File: config.mk
export PLATFORM = sky130hd
export DESIGN_NAME = pipe_hazard_ctrl
export DESIGN_NICKNAME = d
export VERILOG_FILES = /design/src/rtl/pipe_hazard_ctrl_pkg.sv /design/src/rtl/pipe_hazard_ctrl_md_seq.sv /design/src/rtl/pipe_hazard_ctrl.sv
export SDC_FILE = /design/constraint.sdc
export NUM_CORES = 1
export LEC_CHECK = 0
export BUFFER_PORTS_ARGS = -buffer_cell sky130_fd_sc_hd__buf_2
export CORE_MARGIN = 1.5
export CORE_UTILIZATION = 53
export CTS_BUF_LIST = sky130_fd_sc_hd__clkbuf_8
export CTS_CLUSTER_SIZE = 8
export DETAILED_ROUTE_END_ITERATION = 16
export PLACE_DENSITY = 0.91
export SYNTH_ARGS = -nofsm -noshare
export SYNTH_HDL_FRONTEND = slang
export SYNTH_SLANG_ARGS = --single-unit
File: constraint.sdc
create_clock -name clk -period 2.3 [get_ports clk]
set_input_delay 0.46 -clock clk [delete_from_list [all_inputs] [get_ports clk]]
set_output_delay 0.46 -clock clk [all_outputs]
set_load 0.01 [all_outputs]
File: src/rtl/pipe_hazard_ctrl_pkg.sv
// Shared types and constants for the pipeline hazard controller.
// Includes the register-match helper used by the load-use detector.
package pipe_hazard_ctrl_pkg;

  localparam int REG_W  = 5;
  localparam int DATA_W = 32;
  localparam int WAIT_W = 8;

  typedef enum logic [1:0] {
    MD_IDLE = 2'd0,
    MD_BUSY = 2'd1,
    MD_DONE = 2'd2
  } md_state_t;

  // True when an actually-read source register matches a destination register.
  function automatic logic reg_hit(
    input logic             use_v,
    input logic [REG_W-1:0] src,
    input logic [REG_W-1:0] dst
  );
    return use_v & (src == dst);
  endfunction

endpackage

File: src/rtl/pipe_hazard_ctrl_md_seq.sv
// Mul/div stall sequencer: stalls for MD_LAT cycles per op, then waits in DONE
// until the op has left EX so a held ex_md_start cannot retrigger it.
module pipe_hazard_ctrl_md_seq #(
  parameter int MD_LAT = 4
) (
  input  logic clk,
  input  logic rst,
  input  logic ex_md_start,
  input  logic mem_stall,
  output logic md_stall
);
  import pipe_hazard_ctrl_pkg::*;

  localparam int CNT_W = (MD_LAT > 1) ? $clog2(MD_LAT) : 1;

  md_state_t        md_state_r;
  logic [CNT_W-1:0] md_cnt_r;

  // Mul/div state and remaining-cycle counter; runs regardless of memory stalls
  always_ff @(posedge clk or posedge rst) begin
    if (rst) begin
      md_state_r <= MD_IDLE;
      md_cnt_r   <= '0;
    end else begin
      case (md_state_r)
        MD_IDLE: begin
          if (ex_md_start) begin
            md_cnt_r   <= CNT_W'(MD_LAT - 1);
            md_state_r <= (MD_LAT == 1) ? MD_DONE : MD_BUSY;
          end else begin
            md_state_r <= MD_IDLE;
          end
        end
        MD_BUSY: begin
          md_cnt_r <= md_cnt_r - CNT_W'(1);
          if (md_cnt_r == CNT_W'(1)) begin
            md_state_r <= MD_DONE;
          end else begin
            md_state_r <= MD_BUSY;
          end
        end
        MD_DONE: begin
          if (!mem_stall) begin
            md_state_r <= MD_IDLE;
          end else begin
            md_state_r <= MD_DONE;
          end
        end
        default: begin
          md_state_r <= MD_IDLE;
          md_cnt_r   <= '0;
        end
      endcase
    end
  end

  assign md_stall = ((md_state_r == MD_IDLE) & ex_md_start) | (md_state_r == MD_BUSY);

endmodule

File: src/rtl/pipe_hazard_ctrl.sv
// Central stall/flush sequencer for the 5-stage pipeline: fixed-priority
// resolution of dmem wait, mul/div, taken branch and load-use hazards.
module pipe_hazard_ctrl #(
  parameter int MD_LAT      = 4,
  parameter int MEM_TIMEOUT = 255
) (
  input  logic        clk,
  input  logic        rst,
  input  logic [4:0]  id_rs,
  input  logic [4:0]  id_rt,
  input  logic        id_use_rs,
  input  logic        id_use_rt,
  input  logic        ex_mem_read,
  input  logic [4:0]  ex_dreg,
  input  logic        ex_md_start,
  input  logic        ex_br_taken,
  input  logic        mem_req,
  input  logic        dmem_ready,
  output logic        pc_en,
  output logic        if_id_en,
  output logic        if_id_bubble,
  output logic        id_ex_en,
  output logic        id_ex_bubble,
  output logic        ex_mem_en,
  output logic        ex_mem_bubble,
  output logic        mem_wb_en,
  output logic        mem_wb_bubble,
  output logic        mem_err,
  output logic [31:0] stall_cnt
);
  import pipe_hazard_ctrl_pkg::*;

  logic              mem_stall_s;
  logic              md_stall_s;
  logic              load_use_s;
  logic              pc_en_s;
  logic [WAIT_W-1:0] wait_cnt_r;
  logic              mem_err_r;
  logic [DATA_W-1:0] stall_cnt_r;

  assign mem_stall_s = mem_req & ~dmem_ready;
  assign load_use_s  = ex_mem_read & (ex_dreg != 5'd0) &
                       (reg_hit(id_use_rs, id_rs, ex_dreg) | reg_hit(id_use_rt, id_rt, ex_dreg));

  pipe_hazard_ctrl_md_seq #(
    .MD_LAT (MD_LAT)
  ) u_md_seq (
    .clk         (clk),
    .rst         (rst),
    .ex_md_start (ex_md_start),
    .mem_stall   (mem_stall_s),
    .md_stall    (md_stall_s)
  );

  // Fixed-priority hazard resolution; lower-priority hazards re-evaluate once released
  always_comb begin
    pc_en_s       = 1'b1;
    if_id_en      = 1'b1;
    if_id_bubble  = 1'b0;
    id_ex_en      = 1'b1;
    id_ex_bubble  = 1'b0;
    ex_mem_en     = 1'b1;
    ex_mem_bubble = 1'b0;
    mem_wb_en     = 1'b1;
    mem_wb_bubble = 1'b0;
    if (mem_stall_s) begin
      pc_en_s       = 1'b0;
      if_id_en      = 1'b0;
      id_ex_en      = 1'b0;
      ex_mem_en     = 1'b0;
      mem_wb_bubble = 1'b1;
    end else if (md_stall_s) begin
      pc_en_s       = 1'b0;
      if_id_en      = 1'b0;
      id_ex_en      = 1'b0;
      ex_mem_bubble = 1'b1;
    end else if (ex_br_taken) begin
      if_id_bubble  = 1'b1;
      id_ex_bubble  = 1'b1;
    end else if (load_use_s) begin
      pc_en_s       = 1'b0;
      if_id_en      = 1'b0;
      id_ex_bubble  = 1'b1;
    end else begin
      pc_en_s       = 1'b1;
    end
  end

  assign pc_en = pc_en_s;

  // Consecutive dmem wait counter, sticky timeout flag and stall-cycle counter
  always_ff @(posedge clk or posedge rst) begin
    if (rst) begin
      wait_cnt_r  <= '0;
      mem_err_r   <= 1'b0;
      stall_cnt_r <= '0;
    end else begin
      if (mem_stall_s) begin
        if (wait_cnt_r != {WAIT_W{1'b1}}) begin
          wait_cnt_r <= wait_cnt_r + WAIT_W'(1);
        end else begin
          wait_cnt_r <= wait_cnt_r;
        end
        if (wait_cnt_r == WAIT_W'(MEM_TIMEOUT - 1)) begin
          mem_err_r <= 1'b1;
        end else begin
          mem_err_r <= mem_err_r;
        end
      end else begin
        wait_cnt_r <= '0;
      end
      if (!pc_en_s) begin
        stall_cnt_r <= stall_cnt_r + DATA_W'(1);
      end else begin
        stall_cnt_r <= stall_cnt_r;
      end
    end
  end

  assign mem_err   = mem_err_r;
  assign stall_cnt = stall_cnt_r;

endmodule
Yosys cells after proc, flatten, opt, wreduce, memory -nomap -nowiden
Cells that the tools add are included.

operators by class
  $add $sub $neg = 3
  equality and inequality tests = 9
  multiplexer cells = 25
  bitwise logic cells = 10
  reductions and logical operators = 4

operators with widths
  kind                                                 number
  adder 32 x 1 -> 32 bit, second input constant        1
  2-to-1 mux 1 bit                                     18
  2-to-1 mux 8 bit                                     2
  case mux 2 bit (3 select lines)                      2
  equality test 5 bit                                  2
  adder 8 x 1 -> 8 bit, second input constant          1
  equality test 8 bit, second input constant           1
  inequality test 8 bit, second input constant         1
  AND 1 bit                                            6
  2-to-1 mux 2 bit                                     3
  nonzero test 5 bit                                   1
  equality test 2 x 1 -> 1 bit, second input constant  2
  inequality test 2 bit, second input constant         2
  AND reduction 2 bit                                  2
  equality test 2 bit, second input constant           1
  logical NOT 2 bit                                    1
  inverter 1 bit                                       2
  OR 1 bit                                             2
  subtractor 2 x 1 -> 2 bit, second input constant     1

storage, ports and cells
  bits in registers = 45
  output and inout port bits = 42
  logic and storage cells = 56

Depth between registers and ports, before layout
Gate-level depths: netlist of run 1.

  depth in word-level cells = 8
  gate-level depth with buffers = 7
  depth with buffers taken out = 6

By module
From an unflattened synthesis of run 1, not the netlist that was laid out.

unflattened totals
  cells, all modules = 231
  area total of the unflattened synthesis = 2,346.0 um2

modules (own cells, without submodules)
  module                   times used  cells an instance  area each (um2)
  pipe_hazard_ctrl         1           210                2,139.6
  pipe_hazard_ctrl_md_seq  1           21                 206.4

Worst setup path after synthesis of run 1
Ideal clock, no wire load.

  path type = input to output
  start = input ex_dreg[1]
  end = output pc_en
  arrival time = 1.689 ns
  path slack = 0.151 ns
  cell stages on the path = 6
  path buffers = 2
  path through = or4_1 > o21ai_2 > nor2_1 > a21boi_4 > buf_6 > buf_4

on the way
  longest elaborated chain between the ends = 8

ends and longest elaborated chain
  what                                RTL line                    source
  start, declared                     pipe_hazard_ctrl.sv:14      input logic [4:0] ex_dreg,
  equality test 5 bit                 pipe_hazard_ctrl_pkg.sv:21  return use_v & (src == dst);
  AND 1 bit                           pipe_hazard_ctrl_pkg.sv:21
  OR 1 bit                            pipe_hazard_ctrl.sv:43      (reg_hit(id_use_rs, id_rs, ex_dreg) | reg_hit(id_use_rt, id_rt, ex_dreg));
  AND 1 bit (*)                       pipe_hazard_ctrl.sv:42      assign load_use_s = ex_mem_read & (ex_dreg != 5'd0) &
  2-to-1 mux 1 bit (*) (4 in series)  -
  end, declared                       pipe_hazard_ctrl.sv:19      output logic pc_en,

Every way passes the cells marked *; elsewhere a longest branch is shown, timed or not.

Final worst setup path of run 1
  start = input ex_dreg[1]
  end = output if_id_en

on the way
  longest elaborated chain between the ends = 8

ends and longest elaborated chain
  what                  RTL line                    source
  equality test 5 bit   pipe_hazard_ctrl_pkg.sv:21
  AND 1 bit             pipe_hazard_ctrl_pkg.sv:21
  OR 1 bit              pipe_hazard_ctrl.sv:43
  AND 1 bit (*)         pipe_hazard_ctrl.sv:42
  2-to-1 mux 1 bit (*)  pipe_hazard_ctrl.sv:80      end else if (load_use_s) begin
  2-to-1 mux 1 bit (*)  pipe_hazard_ctrl.sv:77      end else if (ex_br_taken) begin
  2-to-1 mux 1 bit (*)  pipe_hazard_ctrl.sv:72      end else if (md_stall_s) begin
  2-to-1 mux 1 bit (*)  pipe_hazard_ctrl.sv:66      if (mem_stall_s) begin
  end, declared         pipe_hazard_ctrl.sv:20      output logic if_id_en,

Marked as above.

==> qor.csv, run 1 <==
metric;value;unit
register area;1130;um2
Die Wd;69.7;um
Synthesized Nets;255;
status;completed;
Max Cap Viol;0;
Setup-failing EPs final;0;
first-pass GRT wire length;8050;um
Post-Syn Area per Cell;10.4;um2
Most common cell on crit path;buf_2;
Root Buffer;clkbuf_8;
CP Capture Type;output port;
hold slack;0.275;ns
Overflow after GRT;0;
DRT iter0 DRCs;128;
Clock Skew;0.00407;ns
# H-tree levels;2;
Port Buffer Count;64;
Die Y;69.7;um
Worst Path Arrival;1.75;ns
Filler Cell Count;377;
hold buffers post-CTS;0;
CTS Sinks;45;
class of the worst hold path;input pin to async pin;
Cell Pwr Density;832;nW/um2
XOR/XNOR Fraction of Synth Area;16.7;%
RSZ-0062 raised after global routing;false;
RePlAce Congestion;0.816;
worst vdd ir;0.672;mV
Layout Cell Area excl Fill;2840;um2
Layout Cells excl Fill;350;
Startpoint Class;input pin;
die area;4860;um2
Tot GR Track Use;20.8;%
area of the multi-input gates;1150;um2
post-place setup slack;0.0144;ns
# resized after CTS;0;
Area after DPL;2740;um2
Num CTS Buffers;5;
largest net degree at the start of global routing;46;
# DRC;0;
I/O pin count;66;
DP Cell Count;342;
crit path max fanout;5;
vias in the first global route;1804;
Synth Area in Compound Gates;4.67;%
Slew HR;63.6;%
slew at the pin closest to its max-slew limit;0.545;ns
layout cell share with drive strength beyond 1;29.5;%
static leakage;1.46;nW
Post-Synth Adder-Cell Area;2.12;%
TritonCTS clock tree;yes;
worst setup path category;input pin to output port;
Mapped Cells;227;
final hold vios;0;
worst-skew pair later-pin latency;0.30;ns
Antenna diodes;0;
simple-gate share of the synthesized area;23.9;%
CP required;1.84;ns
initial antenna violation count;0;
sequential share of the synthesized area;47.7;%
Slew Viols, Final;0;
fmax;0.453;GHz
CP delay by family, top;simple AND/OR/NAND/NOR gates;
share of the clock period used by the worst path;96.0;%
WL/cell;13.3;um
minimum clock period;2.21;ns
Rows;24;
hpwl dp;3530;um
area grow syn2layout;20.4;%
Synth async-reset ratio;100;%
Critical Path Max Stage Delay;0.54;ns
PnR worst setup slack;0.0915;ns
buffer and inverter count on the worst path;2;
Distinct cells, synth;48;
vias;1882;
setup total negative slack;0;ns
clock slew at reported path FFs;0.08;ns
crit-path cells;buf_2 > or4_1 > o21ai_2 > nor2_1 > a21boi_4 > buf_2;
mux contribution to synthesized area;1.33;%
largest family of logic cells by synthesized area;simple AND/OR/NAND/NOR gates;
core area;4320;um2
post-CTS setup buffers;0;
Synth warnings;0;
ys flop type;dfrtp_1;
Final ANT Viol Nets;0;
Slowest-stage cell, CP;or4_1;
flops & latches, synth;45;
DR pass1 iterations;4;
Starting Density;54.6;%
final-stage net count;325;
number of synthesized flops with an enable pin;0;
Bufs on Longest Clock Path;2;
Detailed Route WL;4660;um
vias per cell;5.38;
Post-Syn Area;2360;um2
power breakdown:
group / switching (W) / internal, W / total, W / leakage, nW
Clock: 0.000264 / 0.000272 / 0.000536 / 0.0542
Sequential: 0.000150 / 0.000921 / 0.00107 / 0.585
Combinational: 0.000400 / 0.000355 / 0.000755 / 0.817
Total: 0.000814 / 0.00155 / 0.00236 / 1.46
layout make-up:
cell class,instances,area share [%]
timing repair buffer,71,13.1
clock buffer,7,3.39
clock inverter,1,0.176
multi-input combinational,168,40.6
sequential,45,39.6
tap,52,2.29
inverter,6,0.793
logic make-up after synthesis:
kind of cell	Yosys count
muxes	3
and+or+nand+nor	100
AOI/OAI and AO/OA	15
buffers and inverters	14
xor gates and xnor gates	45
other	1
DFF	45
adders and majority gates	4
sequential cells by signal (all words and copies together) (netlist names):
name                 count
wait_cnt_r               8
u_md_seq.md_cnt_r        2
u_md_seq.md_state_r      2
mem_err                  1
stall_cnt               32
synth_stat cells, types with 2 or more instances:
cell type / n / share of area (%)
buf_4: 3 / 0.95
xor2_1: 29 / 11
xnor2_1: 16 / 5.9
buf_2: 2 / 0.42
dfrtp_1: 45 / 48
nor2_1: 20 / 3.2
nor3_1: 12 / 2.5
buf_6: 2 / 0.95
a21oi_1: 2 / 0.42
ha_1: 4 / 2.1
nor4b_1: 3 / 1.1
and3_1: 5 / 1.3
nand4_1: 6 / 1.6
inv_1: 6 / 0.95
nor4_1: 5 / 1.3
a211oi_1: 2 / 0.64
o21ai_0: 4 / 0.85
nand3_1: 15 / 3.2
mux2i_1: 2 / 0.85
nor3b_1: 2 / 0.64
nand2_1: 15 / 2.4
metrics by stage:
step,util (%),power (W)
3_5_place_dp,63.3,0.00185
2_1_floorplan,-,0.00157
4_1_cts,65.7,0.00239
6_report,65.7,0.00236
5_1_grt,65.7,0.00252
3_3_place_gp,63.3,0.00181
layer usage:
metal | vias up | part of all wire [%] | global-route usage [%]
met5 | - | 0 | 0
met4 | 0 | 1.4 | 7.91
met3 | 5 | 3.8 | 3.63
met2 | 48 | 52 | 38.4
met1 | 909 | 42 | 23.8
li1 | 920 | - | -
path summary, 6_finish.rpt:
| path | start | to | slack, ns | cells after the start |
|---|---|---|---|---|
| worst max-delay path | ex_dreg[1] | if_id_en | 0.09 | 6 |
| worst min-delay path | rst | u_md_seq.md_cnt_r[0] | 0.28 | 3 |
| worst max register to register | stall_cnt[0] | stall_cnt[24] | 0.37 | 5 |
| worst min register to register | u_md_seq.md_state_r[1] | u_md_seq.md_state_r[0] | 0.47 | 1 |
| max in group asynchronous | rst | stall_cnt[25] | 1.65 | 3 |
| min in group clk | ex_md_start | u_md_seq.md_state_r[0] | 0.44 | 3 |
cells in the final DEF, fill, tap and decap left out, types with 6 or more instances in the layout:
cell / instances
nand4_1: 6
nand2_1: 15
dfrtp_1: 45
xor2_1: 29
nor2_1: 20
nor3_1: 12
buf_4: 7
xnor2_1: 16
clkbuf_8: 7
nand3_1: 15
buf_2: 64
tightest hold or removal path, stage by stage:
cell      delay [ns]
buf_2           0.10
clkinv_1        0.03
buf_4           0.45
Power figures use the tool's default switching activity.
==> run 2, diff against run 1 <==
PLACE_DENSITY = 0.81   (was 0.91)
==> qor.csv, run 2 (synthesis gave the netlist of run 1 again) <==
metric;value;unit;change
status;completed;;unchanged
vias;1839;;was 1882
Antenna diodes;0;;unchanged
Worst Path Arrival;1.76;ns;was 1.75 ns
hpwl dp;3340;um;was 3530 um
layout cell share with drive strength beyond 1;29.3;%;was 29.5%
most common cell after layout, fill and taps aside;buf_2;;unchanged
post-CTS setup buffers;0;;unchanged
final hold vios;0;;unchanged
CP delay by family, top;simple AND/OR/NAND/NOR gates;;unchanged
final-stage net count;324;;was 325
WL/cell;13.0;um;was 13.3 um
Die Y;69.7;um;unchanged
CP Capture Type;output port;;unchanged
CP required;1.84;ns;about the same
DRT iter0 DRCs;100;;was 128
core area;4320;um2;unchanged
Layout Cell Area excl Fill;2840;um2;unchanged
most frequent cells in the layout;64 x buf_2, 45 x dfrtp_1, 29 x xor2_1;;unchanged
slew at the pin closest to its max-slew limit;0.611;ns;was 0.545 ns
Startpoint Class;input pin;;unchanged
initial antenna violation count;0;;unchanged
Num CTS Buffers;5;;unchanged
Root Buffer;clkbuf_8;;unchanged
first-pass GRT wire length;7650;um;was 8050 um
Overflow after GRT;0;;unchanged
RePlAce Congestion;0.735;;was 0.816
Die Wd;69.7;um;unchanged
die area;4860;um2;unchanged
Rows;24;;unchanged
worst vdd ir;0.532;mV;was 0.672 mV
Slew Viols, Final;0;;unchanged
Clock Skew;0.0123;ns;was 0.00407 ns
Tot GR Track Use;19.4;%;was 20.8%
worst setup path category;input pin to output port;;unchanged
vias in the first global route;1682;;was 1804
hold buffers post-CTS;0;;unchanged
Most common cell on crit path;buf_2;;unchanged
Final ANT Viol Nets;0;;unchanged
Cell Pwr Density;821;nW/um2;was 832 nW/um2
crit path max fanout;4;;was 5
Port Buffer Count;64;;unchanged
largest net degree at the start of global routing;46;;unchanged
Slowest-stage cell, CP;or4_1;;unchanged
Setup-failing EPs final;0;;unchanged
fmax;0.450;GHz;was 0.453 GHz
worst-skew pair later-pin latency;0.30;ns;about the same
Starting Density;54.6;%;unchanged
Max Cap Viol;0;;unchanged
Slew HR;59.3;%;was 63.6%
# DRC;0;;unchanged
TritonCTS clock tree;yes;;unchanged
static leakage;1.45;nW;was 1.46 nW
buffer and inverter count on the worst path;2;;unchanged
# resized after CTS;0;;unchanged
Bufs on Longest Clock Path;2;;unchanged
Area after DPL;2740;um2;about the same
class of the worst hold path;input pin to async pin;;unchanged
Critical Path Max Stage Delay;0.55;ns;was 0.54 ns
Largest register FFs;32;;unchanged
crit-path cells;buf_2 > or4_1 > o21ai_2 > nor2_1 > a21boi_4 > buf_2;;unchanged
area grow syn2layout;20.4;%;unchanged
# H-tree levels;2;;unchanged
setup total negative slack;0;ns;unchanged
share of the clock period used by the worst path;96.6;%;was 96.0%
Detailed Route WL;4550;um;was 4660 um
RSZ-0062 raised after global routing;false;;unchanged
clock slew at reported path FFs;0.09;ns;was 0.08 ns
I/O pin count;66;;unchanged
minimum clock period;2.22;ns;was 2.21 ns
CTS Sinks;45;;unchanged
vias per cell;5.27;;was 5.38
DR pass1 iterations;4;;unchanged
-- run 2: cell types whose count changed in the layout (fill, tap and decap cells not counted) --
cell / delta
buf_12: +1
buf_4: -2
clkbuf_8: -1
clkinv_4: +1
-- run 2: stage by stage --
stage / hold WS [ns] / total power [W] / util, % / setup WS [ns] / std cells
CTS: 0.299 / 0.00236 / 65.7 / 0.0618 / 349
floorplan: 0.426 / 0.00157 / - / 0.151 / 227
global route: 0.340 / 0.00247 / 65.7 / 0.0286 / 349
global placement: 0.449 / 0.00182 / 63.5 / 0.105 / 341
detailed placement: 0.452 / 0.00184 / 63.5 / 0.0421 / 341
finish: 0.274 / 0.00233 / 65.7 / 0.0773 / 349
-- run 2: area by class of cell --
cell class	instances	area, um2
Tap cell	52	65.1
Multi-Input combinational cell	168	1150
Timing Repair Buffer	70	378
Sequential cell	45	1130
Clock inverter	2	13.8
Clock buffer	6	82.6
Fill cell	366	1480
Inverter	6	22.5
-- run 2: final timing paths --
kind	slack (ns)	depth (start not counted)	from	end
max reg2reg	0.26	5	stall_cnt[9]	stall_cnt[19]
max	0.08	6	ex_dreg[1]	if_id_en
max in group asynchronous	1.64	3	rst	stall_cnt[1]
min	0.27	3	rst	wait_cnt_r[1]
min in group clk	0.44	3	ex_md_start	u_md_seq.md_state_r[0]
min reg2reg	0.47	1	u_md_seq.md_state_r[1]	u_md_seq.md_state_r[0]
-- run 2: report_power, final --
group / switching, W / total (W) / leakage, nW / internal, W
Combinational: 0.000393 / 0.000747 / 0.815 / 0.000355
Clock: 0.000270 / 0.000514 / 0.0512 / 0.000244
Sequential: 0.000148 / 0.00107 / 0.585 / 0.000921
-- run 2: layer usage --
metal	GRT usage, %	vias to the layer above	wire length (um)
met5	0	-	0
met4	4.06	0	23
met3	4.80	4	175
met2	31.2	37	2180
met1	27.1	874	2170
li1	-	924	-
-- run 2: tightest hold or removal path, delay by kind of cell --
| kind | cells | cell delay, ns |
|---|---|---|
| buf+inv | 3 | 0.58 |
==> run 3, diff against run 2 <==
SETUP_SLACK_MARGIN = 0.15   (was default)
==> qor.csv, run 3 (synthesis gave the netlist of run 1 again) <==
metric;value;unit;change
RSZ-0062 raised after global routing;true;;was false
I/O pin count;66;;unchanged
most common cell after layout, fill and taps aside;buf_2;;unchanged
CP delay by family, top;simple AND/OR/NAND/NOR gates;;unchanged
met2 usage;31.2;%;unchanged
crit-path cells;buf_8 > or4_4 > o21ai_2 > and2b_1 > o21a_1 > buf_2;;was buf_2 > or4_1 > o21ai_2 > nor2_1 > a21boi_4 > buf_2
launch point of the worst reg-to-reg path;u_md_seq.md_state_r[1];;was stall_cnt[9]
Bufs on Longest Clock Path;2;;unchanged
vias;1834;;was 1839
static leakage;1.47;nW;was 1.45 nW
Layout Cell Area excl Fill;2880;um2;was 2840 um2
Critical Path Max Stage Delay;0.53;ns;was 0.55 ns
reg2reg path depth;8;;was 5
final-stage net count;326;;was 324
post-place setup slack;0.0421;ns;unchanged
area grow syn2layout;22.1;%;was 20.4%
die area;4860;um2;unchanged
vias in the first global route;1698;;was 1682
setup total negative slack;0;ns;unchanged
# DRC;0;;unchanged
slew at the pin closest to its max-slew limit;0.548;ns;was 0.611 ns
grt peak-use layer;met2;;unchanged
TritonCTS clock tree;yes;;unchanged
CP Capture Type;output port;;unchanged
RePlAce Congestion;0.735;;unchanged
Overflow after GRT;0;;unchanged
CP required;1.84;ns;about the same
Die Wd;69.7;um;unchanged
Slew Viols, Final;0;;unchanged
Setup-failing EPs final;0;;unchanged
Max Cap Viol;0;;unchanged
vias per cell;5.23;;was 5.27
Area after DPL;2740;um2;unchanged
worst vdd ir;0.512;mV;was 0.532 mV
CP Capture Point;id_ex_bubble;;was if_id_en
Starting Density;54.6;%;unchanged
worst-skew pair later-pin latency;0.30;ns;about the same
Root Buffer;clkbuf_8;;unchanged
initial antenna violation count;0;;unchanged
Slew HR;63.5;%;was 59.3%
DRT iter0 DRCs;75;;was 100
clock slew at reported path FFs;0.09;ns;about the same
R2R Setup Slk;0.33;ns;was 0.26 ns
crit path max fanout;2;;was 4
met1 usage;27.4;%;was 27.1%
minimum clock period;2.15;ns;was 2.22 ns
largest net degree at the start of global routing;46;;unchanged
Slowest-stage cell, CP;or4_4;;was or4_1
Die Y;69.7;um;unchanged
Num CTS Buffers;5;;unchanged
class of the worst hold path;input pin to async pin;;unchanged
Worst Path Arrival;1.69;ns;was 1.76 ns
# H-tree levels;2;;unchanged
Port Buffer Count;64;;unchanged
Layout Cells excl Fill;351;;was 349
Largest register FFs;32;;unchanged
DP Cell Count;341;;unchanged
share of the clock period used by the worst path;93.6;%;was 96.6%
Clock Skew;0.0118;ns;was 0.0123 ns
core area;4320;um2;unchanged
layout cell share with drive strength beyond 1;30.4;%;was 29.3%
status;completed;;unchanged
PnR worst setup slack;0.147;ns;was 0.0773 ns
WL/cell;13.1;um;was 13.0 um
buffer and inverter count on the worst path;2;;unchanged
Rows;24;;unchanged
DR pass1 iterations;4;;unchanged
met3 usage;5.23;%;was 4.80%
most frequent cells in the layout;62 x buf_2, 45 x dfrtp_1, 29 x xor2_1;;was 64 x buf_2, 45 x dfrtp_1, 29 x xor2_1
first-pass GRT wire length;7800;um;was 7650 um
Tot Pwr;0.00236;W;was 0.00233 W
critical path depth;6;;unchanged
fmax;0.464;GHz;was 0.450 GHz
CTS Sinks;45;;unchanged
Cell Pwr Density;818;nW/um2;was 821 nW/um2
worst setup path category;input pin to output port;;unchanged
final hold vios;0;;unchanged
Final ANT Viol Nets;0;;unchanged
hpwl dp;3340;um;unchanged
Detailed Route WL;4610;um;was 4550 um
Startpoint Class;input pin;;unchanged
Worst Setup SP;ex_dreg[1];;unchanged
Tot GR Track Use;19.7;%;was 19.4%
Antenna diodes;0;;unchanged
Worst R2R End;stall_cnt[19];;unchanged
-- run 3: worst min-delay path by stage --
stage / slack [ns] / to / cells past startpoint
3_5_place_dp: 0.45 / u_md_seq.md_state_r[0] / 1
3_3_place_gp: 0.45 / u_md_seq.md_state_r[0] / 1
4_1_cts: 0.30 / wait_cnt_r[1] / 3
6_report: 0.27 / wait_cnt_r[1] / 3
5_1_grt: 0.34 / wait_cnt_r[1] / 3
2_1_floorplan: 0.43 / u_md_seq.md_state_r[0] / 1
-- run 3: layout make-up --
type | count | area, um2
Clock buffer | 6 | 82.6
Sequential cell | 45 | 1130
Tap cell | 52 | 65.1
Fill cell | 355 | 1440
Inverter | 6 | 22.5
Clock inverter | 2 | 13.8
Multi-Input combinational cell | 168 | 1160
Timing Repair Buffer | 72 | 409
-- run 3: per-stage QoR --
stage	util (%)	hold WS, ns
floorplan	-	0.426
global placement	63.5	0.449
detailed placement	63.5	0.452
CTS	66.5	0.299
global route	66.6	0.337
finish	66.6	0.274
-- run 3: worst register-to-register path, stage by stage, from the launching register on --
cell,delay [ns]
dfrtp_1,0.41
inv_1,0.10
o21ai_1,0.08
and2_1,0.20
a21boi_4,0.16
buf_4,0.16
buf_12,0.16
nor4b_1,0.40
xor2_1,0.21
-- run 3: where the power goes --
part / leakage [nW] / internal (W) / total [W] / switching, W
clock network: 0.0512 / 0.000244 / 0.000514 / 0.000270
logic: 0.833 / 0.000371 / 0.000771 / 0.000399
registers: 0.585 / 0.000921 / 0.00107 / 0.000150
total: 1.47 / 0.00154 / 0.00236 / 0.000820
-- run 3: per-layer routing --
layer	vias to the layer above	wire, um
met2	42	2210
li1	927	-
met3	8	189
met1	857	2160
met5	-	0
met4	0	54
-- run 3: what timing repair did --
item | CTS | global route
gates resized for setup | 6 | 3
setup endpoints to repair | 3 | 7
pin swaps | 1 | 0
hold buffers | 0 | 0
buffers inserted | 2 | 0
gates cloned | 0 | 0
